## src/rtl/traffic_phase_ctrl.sv

```systemverilog
// traffic_phase_ctrl: main/side intersection sequencer driving a countdown timer; `NIGHT_FLASH_EN adds a night flashing mode
module traffic_phase_ctrl #(
  parameter logic [3:0] T_BASE = 4'd6,
  parameter logic [3:0] T_EXT  = 4'd3,
  parameter logic [3:0] T_YEL  = 4'd2,
  parameter logic [3:0] T_WALK = 4'd4
) (
  input  logic       clk,
  input  logic       sys_reset,
  input  logic       sensor,
  input  logic       walk_request,
`ifdef NIGHT_FLASH_EN
  input  logic       night_mode,
`endif
  input  logic       expired,
  output logic       start_timer,
  output logic [3:0] timer_value,
  output logic [2:0] main_light,
  output logic [2:0] side_light,
  output logic       walk_lamp,
  output logic [2:0] phase
);
  localparam logic [3:0] D_BASE = (T_BASE == 4'd0) ? 4'd1 : T_BASE;
  localparam logic [3:0] D_EXT  = (T_EXT  == 4'd0) ? 4'd1 : T_EXT;
  localparam logic [3:0] D_YEL  = (T_YEL  == 4'd0) ? 4'd1 : T_YEL;
  localparam logic [3:0] D_WALK = (T_WALK == 4'd0) ? 4'd1 : T_WALK;
  typedef enum logic [2:0] {
    MAIN_GREEN  = 3'd0,
    MAIN_YELLOW = 3'd1,
    WALK        = 3'd2,
    SIDE_GREEN  = 3'd3,
    SIDE_EXT    = 3'd4,
`ifdef NIGHT_FLASH_EN
    FLASH       = 3'd6,
`endif
    SIDE_YELLOW = 3'd5
  } state_t;
  state_t state, nxt;
  logic [1:0] sensor_q, walk_q;
  logic sensor_s, walk_s, night_s, armed, load_req, walk_pending, take;
  logic [2:0] main_nxt, side_nxt;
  logic [3:0] dur_nxt;
  assign sensor_s = sensor_q[1];
  assign walk_s = walk_q[1];
  assign take = armed & expired;
  assign phase = state;
`ifdef NIGHT_FLASH_EN
  logic [1:0] night_q;
  logic flash_on, flash_nxt;
  assign night_s = night_q[1];
  // night_mode synchroniser and the flashing on/off half of the FLASH phase
  always_ff @(posedge clk or posedge sys_reset)
    if (sys_reset) begin
      night_q <= '0;
      flash_on <= 1'b0;
    end else begin
      night_q <= {night_q[0], night_mode};
      flash_on <= flash_nxt;
    end
`else
  assign night_s = 1'b0;
`endif
  // two-flop synchronisers for the asynchronous board inputs
  always_ff @(posedge clk or posedge sys_reset)
    if (sys_reset) begin
      sensor_q <= '0;
      walk_q <= '0;
    end else begin
      sensor_q <= {sensor_q[0], sensor};
      walk_q <= {walk_q[0], walk_request};
    end
  // phase register
  always_ff @(posedge clk or posedge sys_reset)
    if (sys_reset) state <= MAIN_GREEN;
    else state <= nxt;
  // next phase, only on an armed expiry; an idle MAIN_GREEN expiry re-enters itself to reload the timer
  always_comb begin
    nxt = state;
    if (take)
      case (state)
        MAIN_GREEN:  nxt = (sensor_s || walk_pending || night_s) ? MAIN_YELLOW : MAIN_GREEN;
`ifdef NIGHT_FLASH_EN
        MAIN_YELLOW: nxt = night_s ? FLASH : walk_pending ? WALK : SIDE_GREEN;
        FLASH:       nxt = night_s ? FLASH : MAIN_GREEN;
`else
        MAIN_YELLOW: nxt = walk_pending ? WALK : SIDE_GREEN;
`endif
        WALK:        nxt = sensor_s ? SIDE_GREEN : MAIN_GREEN;
        SIDE_GREEN:  nxt = sensor_s ? SIDE_EXT : SIDE_YELLOW;
        SIDE_EXT:    nxt = SIDE_YELLOW;
        SIDE_YELLOW: nxt = MAIN_GREEN;
        default:     nxt = MAIN_GREEN;
      endcase
  end
  // lamps and load value of the phase being entered; registered below so the lamp drives never glitch
  always_comb begin
    main_nxt = (nxt == MAIN_GREEN) ? 3'b001 : (nxt == MAIN_YELLOW) ? 3'b010 : 3'b100;
    side_nxt = (nxt == SIDE_GREEN || nxt == SIDE_EXT) ? 3'b001 : (nxt == SIDE_YELLOW) ? 3'b010 : 3'b100;
    dur_nxt = (nxt == MAIN_YELLOW || nxt == SIDE_YELLOW) ? D_YEL : (nxt == WALK) ? D_WALK :
              (nxt == SIDE_EXT) ? D_EXT : D_BASE;
`ifdef NIGHT_FLASH_EN
    flash_nxt = (take && nxt == FLASH) ? (state != FLASH || !flash_on) : flash_on;
    if (nxt == FLASH) begin
      main_nxt = flash_nxt ? 3'b010 : 3'b000;
      side_nxt = flash_nxt ? 3'b100 : 3'b000;
      dur_nxt = D_YEL;
    end
`endif
  end
  // timer handshake, walk latch and registered lamp outputs
  always_ff @(posedge clk or posedge sys_reset)
    if (sys_reset) begin
      load_req <= 1'b1;
      start_timer <= 1'b0;
      armed <= 1'b0;
      timer_value <= D_BASE;
      main_light <= 3'b001;
      side_light <= 3'b100;
      walk_lamp <= 1'b0;
      walk_pending <= 1'b0;
    end else begin
      load_req <= 1'b0;
      start_timer <= load_req || take;
      armed <= start_timer || (armed && !take);
      timer_value <= dur_nxt;
      main_light <= main_nxt;
      side_light <= side_nxt;
      walk_lamp <= (nxt == WALK);
      walk_pending <= (take && nxt == WALK) ? 1'b0 : (walk_pending || walk_s);
    end
endmodule

```

## config.mk

```make
export PLATFORM = sky130hd
export DESIGN_NAME = traffic_phase_ctrl
export DESIGN_NICKNAME = d
export VERILOG_FILES = /design/src/rtl/traffic_phase_ctrl.sv
export SDC_FILE = /design/constraint.sdc
export NUM_CORES = 1
export LEC_CHECK = 0
export CAP_MARGIN = 30
export CORE_MARGIN = 1.5
export CORE_UTILIZATION = 49
export CTS_CLUSTER_SIZE = 20
export DETAILED_ROUTE_END_ITERATION = 8
export PLACE_DENSITY_LB_ADDON = 0.12
export REMOVE_ABC_BUFFERS = 1
export SLEW_MARGIN = 20
export SYNTH_ARGS = -nofsm -noshare
export SYNTH_HDL_FRONTEND = slang
export SYNTH_SLANG_ARGS = --single-unit
```

## constraint.sdc

```tcl
create_clock -name clk -period 1.85 [get_ports clk]
set_clock_uncertainty 0.2 [all_clocks]
set_input_delay 0.4625 -clock clk [delete_from_list [all_inputs] [get_ports clk]]
set_output_delay 0.4625 -clock clk [all_outputs]
set_load 0.01 [all_outputs]
```

==> results of run 1 <==
[repair_timing]
| item | 4_1_cts | 5_1_grt |
|---|---|---|
| hold buffers | 0 | 0 |
| endpoints found under the hold margin | 0 | 0 |
| setup endpoints to repair | 10 | 4 |
| gates resized for setup | 10 | 4 |
[layout make-up]
cell class                      instances  share of cell area (%)
Clock buffer                            3                    1.88
Clock inverter                          1                   0.419
Inverter                                4                    1.26
Multi-Input combinational cell         56                    29.4
Sequential cell                        21                    44.5
Tap cell                               25                    2.62
Timing Repair Buffer                   26                    19.9
[flip-flops by register name, summed over array words and instances, names as in the netlist]
signal and cells:
side_light 3, phase 3, sensor_q 2, main_light 3
walk_q 2, walk_pending 1, load_req 1, start_timer 1
timer_value 3, walk_lamp 1, armed 1
[synth_stat cells, drive strengths merged (2+ instances only)]
| cell type | count |
|---|---|
| dfrtp | 16 |
| buf | 7 |
| nor2 | 7 |
| o21ai | 6 |
| dfstp | 5 |
| inv | 4 |
| nand2 | 4 |
| nand2b | 4 |
| a21oi | 2 |
| mux2i | 2 |
| nand3 | 2 |
| nor2b | 2 |
| o211ai | 2 |
| o31ai | 2 |
| or2 | 2 |
| or3 | 2 |
[per-stage QoR]
step	instance area [um2]	instances	util, %	total power, mW
floorplan	898	81	-	1.16
detailed placement	1170	132	64.9	1.58
global route	1190	136	66.3	1.85
global placement	1170	132	64.9	1.56
finish	1190	136	66.3	1.72
CTS	1180	136	65.8	1.74
[cells by family (layout without fill, tap and decap cells)]
group / after synthesis / in the layout / synth area share, %
AO/OA/AOI/OAI: 21 / 21 / 14.9
XOR/XNOR: 1 / 1 / 0.900
buffers and inverters: 12 / 34 / 9.64
flip-flops: 21 / 21 / 54.6
multiplexers: 2 / 2 / 2.06
other: 1 / 2 / 0.385
AND/OR/NAND/NOR: 30 / 30 / 17.5
[metal layers]
layer,vias up,track usage [%]
li1,349,-
met1,348,24.2
met4,0,11.9
met3,6,2.26
met5,-,0
met2,26,30.3
[cell usage in the layout, fill, tap and decap left out, drive strengths merged, types with 3 or more instances in the layout]
| cell | n |
|---|---|
| nand2b | 4 |
| dfstp | 5 |
| inv | 4 |
| dlygate4sd2 | 10 |
| buf | 8 |
| o21ai | 6 |
| clkbuf | 3 |
| dfrtp | 16 |
| nor2 | 7 |
| nand2 | 4 |
| dlymetal6s2s | 4 |
| clkdlybuf4s50 | 4 |
[report_power, final]
| part | total [mW] | switching (mW) | internal (mW) |
|---|---|---|---|
| registers | 0.684 | 0.0598 | 0.624 |
| logic | 0.823 | 0.446 | 0.378 |
| clock network | 0.214 | 0.134 | 0.0807 |
| total | 1.72 | 0.639 | 1.08 |
[worst paths after layout]
path	start	end	slack, ns	depth (start not counted)
max in group asynchronous	sys_reset	side_light[2]	0.88	3
max reg2reg	phase[0]	phase[0]	0.26	4
max	timer_value[1]	timer_value[1]	0.11	1
min reg2reg	walk_q[0]	walk_q[1]	0.16	0
min	walk_q[0]	walk_q[1]	0.16	0
min in group asynchronous	sys_reset	sensor_q[0]	0.30	3
==> summary.md, run 1 <==
| Metric | Value |
|---|---|
| Final Hold Viols | 0 |
| Top Layer Used | met4 |
| Number of I/O port buffers | 18 |
| DP Worst Slack | -0.131 ns |
| Die Area | roughly 2300 um2 |
| Buf/Inv on CP | 1 |
| Max-slew violation count | 0 |
| Worst-case clock buffer depth | 2 |
| Antenna Violating Nets Remaining | 0 |
| Leakage power figure | 0.593 nW |
| Peak VDD IR | between 1 and 1.5 mV |
| Drt first pass iters | 4 |
| Hold Path Class | flip-flop to flip-flop |
| Vias in the first global route | a little under 700 |
| Final Wtd Congestion | between 0.7 and 0.8 |
| RSZ-0062 raised after global routing | false |
| Max Clock Freq | between 500 and 600 MHz |
| Layout net count | ~120 |
| Sequential share of the synthesized area | between 50 and 60% |
| CP Capture Type | primary output |
| Final setup violation count | 0 |
| Yosys reg bits | 21 |
| Crit path cell chain | dlygate4sd2_1 |
| Num Clock Sinks | 21 |
| FP Rows | 15 |
| Multi-input gate area | between 300 and 400 um2 |
| Final min period | 1.74 ns |
| Largest delay share family, worst path | flip-flops |
| Crit-path max FO | 1 |
| Met2 WL post-DR | ~900 um |
| Sequential Area | roughly 530 um2 |
| Async S/R FF share, synth | 100% |
| Status | complete, no violations |
| Die Y | around 48 um |
| Post-synth EDFFs | 0 |
| Skew-Pair Late Insertion Delay | 0.30 ns |
| # diodes | 0 |
| Share of cells above drive strength 1 | between 15 and 20% |
| Post-Syn Area | just under 1000 um2 |
| Cells after Synth | 88 |
| Synth top area cells | dfrtp_1 (41%), dfstp_2 (13%), buf_6 (4.6%) |
| Initial antenna violation count | 0 |
| DR iter-0 viols | 22 |
| Clock-pin slew on the worst setup and hold paths | around 0.11 ns |
| Met1 wire length | between 700 and 800 um |
| Max-Cap Viols | 0 |
| Hpwl dp | around 1300 um |
| First-pass GRT wire length | 2900 um |
| Worst hold slack | approximately 0.16 ns |
| Synth Flop Type | dfrtp_1 |
| DRT Wirelength | about 1800 um |
| Htree depth | 1 |
| Share of the synthesized area in the top cell type | 41.1% |
| Post-DR vias/cell | about 5.4 |
| Setup bufs post-CTS | 0 |
| Peak per-stage delay on the critical path | approximately 0.53 ns |
| Mean Syn Cell Area | 11.1 um2 |
| Setup_tns | 0 ns |
| Final WS setup | 0.107 ns |
| I/O pin cnt | 20 |
| Distinct cells, synth | 40 |
| Yosys top cell by area | dfrtp_1 |
| Data required, critical path | 1.19 ns |
| Slowest CP cell | dfstp_2 |
| Core area | about 1800 um2 |
| CTS tree | built |
| Period utilization | ~94% |
| Gr usage total | about a fifth |
| Drt drc | 0 |
| CTS Buf Count | 3 |
| DR WL/cell | 13.4 um |
| Power Density | ~1400 nW/um2 |
| Worst Setup Path Type | flip-flop to primary output |
| Met3 WL post-DR | 84 um |
| Synth warn | 0 |
| Grt ovf | 0 |
| Total number of vias | 729 |
| CP Data Arrival Time | 1.08 ns |
| Chip width | approximately 48 um |
| Root Buffer | clkbuf_4 |
| Layout area overhead | 22.8% |
| Starting Density | 54.0% |
| Largest net degree at the start of global routing | 22 |
| Crit start category | flip-flop |
| Fill count | between 100 and 150 |
No activity file was read; power rests on OpenSTA's default activity.
==> inputs of run 2 (changes only) <==
Clock period 1.85 ns to 1.7 ns, I/O delays scaled along.
==> summary.md, run 2 (synthesis results as in run 1) <==
| Metric | Value |
|---|---|
| I/O pin cnt | 20 (unchanged) |
| Skew-Pair Late Insertion Delay | 0.29 ns (about the same) |
| Worst-case clock buffer depth | 2 (unchanged) |
| Worst Setup Path Type | input port to flip-flop |
| Hpwl dp | 1260 um (+0.30%) |
| Final Hold Viols | 0 (unchanged) |
| Grt ovf | 0 (unchanged) |
| Number of I/O port buffers | 18 (unchanged) |
| Share of cells above drive strength 1 | 22.1% (+5.0 points) |
| Power Density | 1570 nW/um2 (+8.9%) |
| CTS Buf Count | 3 (unchanged) |
| Fill count | 150 (+3.4%) |
| Leakage power figure | 0.559 nW (-5.7%) |
| FF-to-FF setup slack | 0.08 ns (-0.18 ns) |
| DR WL/cell | 12.4 um (-7.3%) |
| Starting Density | 54.0% (unchanged) |
| Chip width | 47.6 um (unchanged) |
| WHS Path Cells | 0 (unchanged) |
| Initial antenna violation count | 0 (unchanged) |
| Final Wtd Congestion | 0.780 (-0.28%) |
| Fin area | 1190 um2 (-0.21%) |
| Gr usage total | 18.7% (-0.19 points) |
| Root Buffer | clkbuf_4 |
| First-pass GRT wire length | 2920 um (+0.69%) |
| Commonest non-fill, non-tap cells in the layout | dfrtp_1 (16), dlygate4sd2_1 (10), buf_4 (9), nor2_1 (6), dfstp_2 (5) |
| Data required, critical path | 1.72 ns (+0.53 ns) |
| DRT Wirelength | 1710 um (-5.9%) |
| CP Data Arrival Time | 1.66 ns (+0.58 ns) |
| DR iter-0 viols | 21 (-4.5%) |
| Drt first pass iters | 4 (unchanged) |
| Drt drc | 0 (unchanged) |
| Post-DR vias/cell | 5.27 (-1.7%) |
| Largest delay share family, worst path | simple AND/OR/NAND/NOR gates |
| Levels on crit path | 4 (+3) |
| Antenna Violating Nets Remaining | 0 (unchanged) |
| Clock-pin slew on the worst setup and hold paths | 0.10 ns (about the same) |
| Peak per-stage delay on the critical path | 0.56 ns (+0.03 ns) |
| Buf/Inv on CP | 1 (unchanged) |
| Max-slew violation count | 0 (unchanged) |
| Crit path cell chain | clkdlybuf4s50_1 > nand2_1 > or4_1 > o21ai_1 |
| CP Capture Type | flip-flop |
| Die Y | 47.6 um (unchanged) |
| Reg2reg start | phase[2] |
| Peak VDD IR | 0.884 mV (-15%) |
| Die Area | 2260 um2 (unchanged) |
| Layout area overhead | 22.5% |
| Period utilization | between 90% and 100% |
| Htree depth | 1 (unchanged) |
| Commonest non-fill, non-tap cell in the layout | dfrtp_1 |
| Num Clock Sinks | 21 (unchanged) |
| Fin util | 66.2% (-0.14 points) |
| Largest net degree at the start of global routing | 22 (unchanged) |
| Setup_tns | 0 ns (unchanged) |
| Max-Cap Viols | 0 (unchanged) |
| Total power | 1.87 mW (+8.6%) |
| Sequential Area | 532 um2 (unchanged) |
| Max Clock Freq | about 610 MHz |
| Crit. Startpoint | expired |
| Layout net count | 119 (+1.7%) |
| Crit start category | input port |
| Status | complete, no violations |
| Total number of vias | 727 (-0.27%) |
| Final setup violation count | 0 (unchanged) |
| Vias in the first global route | 663 (-2.1%) |
| Crit-path max FO | 6 (+5) |
| Hold path start | sensor_q[0] |
| CTS tree | built |
| Hold Path Class | flip-flop to flip-flop |
| # diodes | 0 (unchanged) |
| Final min period | 1.64 ns |
| Worst reg2reg path depth | 5 (+1) |
| Core area | 1800 um2 (unchanged) |
| Post-Place Cell Area | 1190 um2 (+1.7%) |
| Worst hold slack | 0.160 ns (+0.000681 ns) |
| Multi-input gate area | 353 um2 (+0.36%) |
| Hold_buf cts | 0 (unchanged) |
| FP Rows | 15 (unchanged) |
| Slowest CP cell | clkdlybuf4s50_1 |
## run 2: per-stage QoR
step / instances / setup slack, ns
final: 138 / 0.0622
after global routing: 138 / -0.000244
after CTS: 138 / 0.0196
after detailed placement: 133 / -0.242
after global placement: 133 / -0.208
after floorplan: 81 / 0.162
## run 2: layout make-up
class / instances / area share (%)
clock buffer: 4 / 2.20
inverter: 4 / 1.26
multi-input combinational: 56 / 29.6
sequential: 21 / 44.6
tap: 25 / 2.62
timing repair buffer: 28 / 19.7
## run 2: path summary, 6_finish.rpt
check                                endpoint
worst max-delay path            side_light[1]
worst min-delay path              sensor_q[1]
worst max register to register       phase[0]
worst min register to register    sensor_q[1]
max in group asynchronous            load_req
min in group asynchronous         sensor_q[0]
## run 2: what timing repair did
| item | 4_1_cts | 5_1_grt |
|---|---|---|
| hold endpoints to repair | 0 | 0 |
| buffers inserted | 1 | 0 |
| setup endpoints to repair | 14 | 6 |
| gates resized for setup | 18 | 5 |
## run 2: power by group
group / internal [mW] / total (mW) / leakage [nW] / switching (mW)
logic: 0.419 / 0.903 / 0.298 / 0.484
clock network: 0.0911 / 0.226 / 0.0150 / 0.135
registers: 0.679 / 0.741 / 0.246 / 0.0616
## run 2: per-layer routing
layer	wire [um]	vias up	global-route usage, %
li1	-	353	-
met1	765	350	26.0
met2	851	22	28.4
met3	88	2	3.40
met4	6	0	8.65
met5	0	-	0
